<file path="config.mk">
export PLATFORM = sky130hd
export DESIGN_NAME = regfile_wb_arbiter_flat
export DESIGN_NICKNAME = d
export VERILOG_FILES = /design/src/rtl/regfile_wb_arbiter_pkg.sv /design/src/rtl/regfile_wb_arbiter_if.sv /design/src/rtl/regfile_wb_arbiter_rr_arb2.sv /design/src/rtl/regfile_wb_arbiter.sv /design/src/flat_wrapper.sv
export SDC_FILE = /design/constraint.sdc
export NUM_CORES = 1
export LEC_CHECK = 0
export ABC_AREA = 1
export BUFFER_PORTS_ARGS = -buffer_cell sky130_fd_sc_hd__buf_2
export CORE_MARGIN = 8
export CORE_UTILIZATION = 53
export CTS_BUF_LIST = sky130_fd_sc_hd__clkbuf_8
export DETAILED_ROUTE_END_ITERATION = 7
export GPL_ROUTABILITY_DRIVEN = 0
export PLACE_DENSITY = 0.88
export RECOVER_POWER = 25
export SLEW_MARGIN = 15
export SYNTH_ARGS = -nofsm -noshare
export SYNTH_HDL_FRONTEND = slang
export SYNTH_SLANG_ARGS = --single-unit
export TNS_END_PERCENT = 100
</file>
<file path="constraint.sdc">
create_clock -name clk_i -period 1.9 [get_ports clk_i]
set_clock_uncertainty 0.05 [all_clocks]
set_input_delay 0.19 -clock clk_i [delete_from_list [all_inputs] [get_ports clk_i]]
set_output_delay 0.19 -clock clk_i [all_outputs]
set_load 0.05 [all_outputs]
</file>
<file path="src/rtl/regfile_wb_arbiter_pkg.sv">
// Shared constants and types for the register-file writeback arbiter.
package regfile_pkg;
    localparam int DATA_W  = 32;
    localparam int ADDR_W  = 5;
    localparam int NUM_REQ = 2;
    localparam int CNT_W   = 16;

    // Writes to this register are accepted but never reach the register file.
    localparam logic [ADDR_W-1:0] ZERO_REG = '0;

    // Identifies which requester won the most recent transfer.
    typedef enum logic {
        REQ0 = 1'b0,
        REQ1 = 1'b1
    } req_id_e;
endpackage

</file>
<file path="src/rtl/regfile_wb_arbiter_if.sv">
// Writeback request, register-file write and status bundle.
interface regfile_wb_arbiter_if #(
    parameter int DATA_W = 32,
    parameter int ADDR_W = 5
);
    logic              req0_valid_i;
    logic [ADDR_W-1:0] req0_addr_i;
    logic [DATA_W-1:0] req0_data_i;
    logic              req0_ready_o;
    logic              req1_valid_i;
    logic [ADDR_W-1:0] req1_addr_i;
    logic [DATA_W-1:0] req1_data_i;
    logic              req1_ready_o;
    logic              freeze_i;
    logic              rf_we_o;
    logic [ADDR_W-1:0] rf_addr_o;
    logic [DATA_W-1:0] rf_data_o;
    logic [ADDR_W-1:0] pend_addr_i;
    logic              pend_hit_o;
    logic [15:0]       grant_cnt0_o;
    logic [15:0]       grant_cnt1_o;

    modport slave (
        input  req0_valid_i, req0_addr_i, req0_data_i,
        input  req1_valid_i, req1_addr_i, req1_data_i,
        input  freeze_i, pend_addr_i,
        output req0_ready_o, req1_ready_o,
        output rf_we_o, rf_addr_o, rf_data_o, pend_hit_o,
        output grant_cnt0_o, grant_cnt1_o
    );

    modport master (
        output req0_valid_i, req0_addr_i, req0_data_i,
        output req1_valid_i, req1_addr_i, req1_data_i,
        output freeze_i, pend_addr_i,
        input  req0_ready_o, req1_ready_o,
        input  rf_we_o, rf_addr_o, rf_data_o, pend_hit_o,
        input  grant_cnt0_o, grant_cnt1_o
    );
endinterface

</file>
<file path="src/rtl/regfile_wb_arbiter_rr_arb2.sv">
// Two-way round-robin grant: a lone requester always wins, and on a tie
// the requester that did not win last time is chosen.
module rr_arb2
    import regfile_pkg::*;
(
    input  logic [1:0] i_valid,
    input  logic       i_block,
    input  req_id_e    i_last,
    output logic [1:0] o_grant
);

    // Grant decode; i_block suppresses everything (freeze or reset).
    always_comb begin
        o_grant = 2'b00;
        if (!i_block) begin
            if (&i_valid) begin
                o_grant = (i_last == REQ1) ? 2'b01 : 2'b10;
            end else begin
                o_grant = i_valid;
            end
        end
    end

endmodule

</file>
<file path="src/rtl/regfile_wb_arbiter.sv">
// Arbitrates ALU and load writebacks onto a single register-file write
// port, with one-cycle write latency, a hazard probe on the in-flight
// write and per-requester transfer counters.
module regfile_wb_arbiter #(
    parameter int DATA_W = regfile_pkg::DATA_W,
    parameter int ADDR_W = regfile_pkg::ADDR_W
) (
    input  logic                 clk_i,
    input  logic                 rst_i,
    regfile_wb_arbiter_if.slave  bus
);
    import regfile_pkg::*;

    logic [NUM_REQ-1:0] w_valid;
    logic [NUM_REQ-1:0] w_grant;
    logic               w_block;
    logic [ADDR_W-1:0]  w_addr;
    logic [DATA_W-1:0]  w_data;

    req_id_e            r_last;
    logic               r_we;
    logic [ADDR_W-1:0]  r_addr;
    logic [DATA_W-1:0]  r_data;
    logic [CNT_W-1:0]   r_cnt0;
    logic [CNT_W-1:0]   r_cnt1;

    assign w_valid = {bus.req1_valid_i, bus.req0_valid_i};
    // Reset blocks grants the same way freeze does so nothing transfers.
    assign w_block = bus.freeze_i | rst_i;

    rr_arb2 u_arb (
        .i_valid (w_valid),
        .i_block (w_block),
        .i_last  (r_last),
        .o_grant (w_grant)
    );

    assign w_addr = w_grant[1] ? bus.req1_addr_i : bus.req0_addr_i;
    assign w_data = w_grant[1] ? bus.req1_data_i : bus.req0_data_i;

    // Register the winning request; zero-register writes are counted but dropped.
    always_ff @(posedge clk_i) begin
        if (rst_i) begin
            r_last <= REQ1;
            r_we   <= 1'b0;
            r_addr <= '0;
            r_data <= '0;
            r_cnt0 <= '0;
            r_cnt1 <= '0;
        end else begin
            r_we <= 1'b0;
            if (|w_grant) begin
                r_addr <= w_addr;
                r_data <= w_data;
                r_we   <= (w_addr != ADDR_W'(ZERO_REG));
                r_last <= w_grant[1] ? REQ1 : REQ0;
            end
            if (w_grant[0]) r_cnt0 <= r_cnt0 + 1'b1;
            if (w_grant[1]) r_cnt1 <= r_cnt1 + 1'b1;
        end
    end

    assign bus.req0_ready_o = w_grant[0];
    assign bus.req1_ready_o = w_grant[1];
    assign bus.rf_we_o      = r_we;
    assign bus.rf_addr_o    = r_addr;
    assign bus.rf_data_o    = r_data;
    assign bus.pend_hit_o   = r_we && (bus.pend_addr_i == r_addr);
    assign bus.grant_cnt0_o = r_cnt0;
    assign bus.grant_cnt1_o = r_cnt1;

endmodule

</file>
<file path="src/flat_wrapper.sv">
// flat-port wrapper written by rule: the top's interface ports become plain ports
module regfile_wb_arbiter_flat import regfile_pkg::*;
#(
    parameter int DATA_W = regfile_pkg::DATA_W,
    parameter int ADDR_W = regfile_pkg::ADDR_W
)
  (clk_i, rst_i, bus_req0_valid_i, bus_req0_addr_i, bus_req0_data_i, bus_req1_valid_i, bus_req1_addr_i, bus_req1_data_i, bus_freeze_i, bus_pend_addr_i, bus_req0_ready_o, bus_req1_ready_o, bus_rf_we_o, bus_rf_addr_o, bus_rf_data_o, bus_pend_hit_o, bus_grant_cnt0_o, bus_grant_cnt1_o);
  regfile_wb_arbiter_if #(.DATA_W(DATA_W), .ADDR_W(ADDR_W)) bus_i ();
  input  logic clk_i;
  input  logic rst_i;
  input wire logic [$bits(bus_i.req0_valid_i)-1:0] bus_req0_valid_i;
  input wire logic [$bits(bus_i.req0_addr_i)-1:0] bus_req0_addr_i;
  input wire logic [$bits(bus_i.req0_data_i)-1:0] bus_req0_data_i;
  input wire logic [$bits(bus_i.req1_valid_i)-1:0] bus_req1_valid_i;
  input wire logic [$bits(bus_i.req1_addr_i)-1:0] bus_req1_addr_i;
  input wire logic [$bits(bus_i.req1_data_i)-1:0] bus_req1_data_i;
  input wire logic [$bits(bus_i.freeze_i)-1:0] bus_freeze_i;
  input wire logic [$bits(bus_i.pend_addr_i)-1:0] bus_pend_addr_i;
  output wire logic [$bits(bus_i.req0_ready_o)-1:0] bus_req0_ready_o;
  output wire logic [$bits(bus_i.req1_ready_o)-1:0] bus_req1_ready_o;
  output wire logic [$bits(bus_i.rf_we_o)-1:0] bus_rf_we_o;
  output wire logic [$bits(bus_i.rf_addr_o)-1:0] bus_rf_addr_o;
  output wire logic [$bits(bus_i.rf_data_o)-1:0] bus_rf_data_o;
  output wire logic [$bits(bus_i.pend_hit_o)-1:0] bus_pend_hit_o;
  output wire logic [$bits(bus_i.grant_cnt0_o)-1:0] bus_grant_cnt0_o;
  output wire logic [$bits(bus_i.grant_cnt1_o)-1:0] bus_grant_cnt1_o;
  assign bus_i.req0_valid_i = bus_req0_valid_i;
  assign bus_i.req0_addr_i = bus_req0_addr_i;
  assign bus_i.req0_data_i = bus_req0_data_i;
  assign bus_i.req1_valid_i = bus_req1_valid_i;
  assign bus_i.req1_addr_i = bus_req1_addr_i;
  assign bus_i.req1_data_i = bus_req1_data_i;
  assign bus_i.freeze_i = bus_freeze_i;
  assign bus_i.pend_addr_i = bus_pend_addr_i;
  assign bus_req0_ready_o = bus_i.req0_ready_o;
  assign bus_req1_ready_o = bus_i.req1_ready_o;
  assign bus_rf_we_o = bus_i.rf_we_o;
  assign bus_rf_addr_o = bus_i.rf_addr_o;
  assign bus_rf_data_o = bus_i.rf_data_o;
  assign bus_pend_hit_o = bus_i.pend_hit_o;
  assign bus_grant_cnt0_o = bus_i.grant_cnt0_o;
  assign bus_grant_cnt1_o = bus_i.grant_cnt1_o;
  regfile_wb_arbiter #(.DATA_W(DATA_W), .ADDR_W(ADDR_W)) u_core (.clk_i(clk_i), .rst_i(rst_i), .bus(bus_i));
endmodule
</file>
==> out/metrics.yaml <==
timing:
  setup_viol: 0
  setup-tns-final_ns: 0
  fin_crit_sh_pct: 92.4
  timing.slew.headroom_pct: 56.2
  report.final.hold_viol_count: 0
  hold_ws_ns: 0.103
  max_clock_freq_ghz: 0.569
  timing_worst_slew_pin_value_ns: 0.660
  slew_viol_final: 0
  finalWorstPathRequiredPeriod_ns: 1.76
  grt_setup_unrepaired: "false"
drt:
  drc: 0
  route.detailed.vias_per_inst: 5.11
  totalWireLength_um: 10800
  overall_via_count_from_detail_route: 3876
  first_iter_violations: 162
  count_of_nets_left_with_antenna_violations_after_detail_routing: 0
  routed_wire_length_per_instance_um: 14.2
  drt_pass1_iterations: 4
status:
  outcome: "complete, no violations"
floorplan:
  coreArea_sq_um: 6720
  floorplan.initialDensity_pct: 54.4
  row_count: 30
  fp.dieW_um: 99.1
  fp.dieH_um: 99.1
  fp.dieArea_sq_um: 9810
  boundaryPins: 157
synthesis:
  syn_inst: 524
  synth.yosys.warnings: 0
  netlist.top_cell.by_area: "sky130_fd_sc_hd__dfxtp_1"
  synthTopCellsByArea: "sky130_fd_sc_hd__dfxtp_1 (39%), sky130_fd_sc_hd__nand2_1 (14%), sky130_fd_sc_hd__inv_1 (7.7%)"
  seq_area_frac_synth_pct: 38.9
  synth_unique_cells: 32
  netlist.area_leader.share_pct: 38.9
  ys_seq_elements: 71
  syn_avg_cell_area_sq_um: 6.98
  syn_nets: 610
  post_synth_design_cell_area_sq_um: 3660
layout:
  finish.net_count: 759
  final.fill_count: 590
  layout-drive-gt1-share_pct: 24.8
  syn2layout_area_growth_pct: 27.0
grt:
  grt_pass1_vias: 3768
  grt_pass1_wl_um: 17600
  gr-total-overflow: 0
  grt_antenna_before_repair: 1
  grt_usage_pct: 21.8
  grt_start_max_net_pins: 50
clock_network:
  tritoncts: "yes"
  cts-buffers-inserted: 9
  cts_max_path_buffers: 2
  worst_skew_pair.late_latency_ns: 0.34
  cts_root_buf: "sky130_fd_sc_hd__clkbuf_8"
  ctsHtreeMaxLevel: 3
  worst_setup_hold_path_clk_slew_ns: 0.08
  cts_num_sinks: 71
hold_path:
  worst_hold_path_type: "in2reg"
worst_setup_path:
  critical_path_peak_fanout: 10
  worst-endpoint-required_ns: 1.66
  critPathCaptureType: "output port"
  startpoint_type: "register"
  r2r_setup_slack_ns: 0.22
  worstPathArrival_ns: 1.52
  critical_path_class: "reg2out"
placed_design:
  port-buffer-count: 156
  hpwl_um: 8200
flow_run:
  timing.max_cap.violations: 0
power:
  power.ir.vdd_worst_mv: 0.399
  leakagePower_nw: 2.24
  pwr_density_cell_nw_per_um2: 745
==> what timing repair did <==
action,in CTS,in global routing
endpoints found under the setup margin,0,1
hold buffers,0,0
resized for setup,0,1
endpoints found under the hold margin,0,0
setup buffers,0,0
==> power by group <==
group          internal (mW)  switching, mW
Sequential              1.53         0.0313
Clock                  0.770          0.566
Combinational          0.170          0.388
Total                   2.48          0.986
==> sequential cells by signal (all words and copies together) (netlist names) <==
name,count
u_core.bus.grant_cnt1_o,16
u_core.bus.rf_data_o,32
u_core.bus.grant_cnt0_o,16
u_core.bus.rf_addr_o,5
u_core.r_last,1
u_core.bus.rf_we_o,1
==> kinds of logic after synthesis <==
logic type	share of synthesized area, %
AOI/OAI and AO/OA	17.7
xor gates and xnor gates	1.68
adders and majority gates	0.684
buffers and inverters	12.5
DFF	38.9
and+or+nand+nor	28.5
==> metal layers <==
layer | vias up | global-route usage (%) | wire length (um) | share of wire (%)
met5 | - | 0 | 0 | 0
met1 | 1753 | 24.7 | 4490 | 42
met3 | 15 | 6.69 | 890 | 8.3
met4 | 0 | 8.15 | 131 | 1.2
met2 | 131 | 37.5 | 5260 | 49
li1 | 1977 | - | - | -
==> path summary, 6_finish.rpt <==
kind / start / endpoint / cells past startpoint
worst min-delay path: bus_req1_data_i[18] / u_core.bus.rf_data_o[18] / 3
worst min register to register: u_core.bus.rf_data_o[30] / u_core.bus.rf_data_o[30] / 2
worst max-delay path: u_core.r_last / bus_req1_ready_o / 4
worst max register to register: u_core.r_last / u_core.bus.rf_data_o[13] / 6
==> metrics by stage <==
step	cell area, sq um	instances	total power, mW	worst slack, ns	util, %
global placement	4460	742	2.15	0.262	66.3
global route	4640	759	3.61	0.0387	69.1
CTS	4680	758	3.51	0.114	69.6
floorplan	3670	524	1.99	0.116	-
detailed placement	4460	742	2.17	0.146	66.3
finish	4640	759	3.46	0.144	69.1
==> cell usage in the layout (no fill, tap or decap), types with 3 or more instances in the layout <==
master / count
sky130_fd_sc_hd__nand2_1: 141
sky130_fd_sc_hd__buf_2: 125
sky130_fd_sc_hd__inv_1: 76
sky130_fd_sc_hd__dfxtp_1: 71
sky130_fd_sc_hd__nor2_1: 56
sky130_fd_sc_hd__a21oi_1: 49
sky130_fd_sc_hd__clkbuf_1: 30
sky130_fd_sc_hd__o211ai_1: 23
sky130_fd_sc_hd__nand3_1: 18
sky130_fd_sc_hd__o21ai_0: 16
sky130_fd_sc_hd__o211ai_2: 10
sky130_fd_sc_hd__clkbuf_8: 10
sky130_fd_sc_hd__nand4_1: 7
sky130_fd_sc_hd__xnor2_1: 4
sky130_fd_sc_hd__nor3_1: 4
sky130_fd_sc_hd__nor3b_1: 4
sky130_fd_sc_hd__buf_4: 4
sky130_fd_sc_hd__xor2_1: 3
==> critical path, stage by stage, from the launching register on <==
cell and delay, ns:
sky130_fd_sc_hd__dfxtp_1 0.32, sky130_fd_sc_hd__nand2_1 0.18, sky130_fd_sc_hd__nand2_1 0.13, sky130_fd_sc_hd__nor2_4 0.23, sky130_fd_sc_hd__buf_2 0.32
==> cell usage after synthesis (all sizes together) <==
| master | number |
|---|---|
| a21oi | 49 |
| nand2 | 143 |
| xnor2 | 4 |
| o21ai | 18 |
| o211ai | 33 |
| nor3 | 4 |
| clkinv | 1 |
| inv | 76 |
| nand4 | 7 |
| xor2 | 3 |
| nand3 | 20 |
| dfxtp | 71 |
| buf | 15 |
| ha | 2 |
| nand3b | 2 |
| o21a | 1 |
| nor2 | 60 |
| o21bai | 1 |
| nor3b | 4 |
| nor4 | 1 |
| clkbuf | 9 |
==> layout make-up <==
type	instances	area [sq um]	share of cell area, %
multi-input cells	352	1790	38.6
flip-flops and latches	71	1420	30.6
repair buffers	162	816	17.6
inverters	77	290	6.25
clock buffers	10	138	2.96
well taps	80	100	2.16
clock inverters	6	85.1	1.83
diodes	1	2.50	0.0539
No activity file was read; power rests on OpenSTA's default activity.
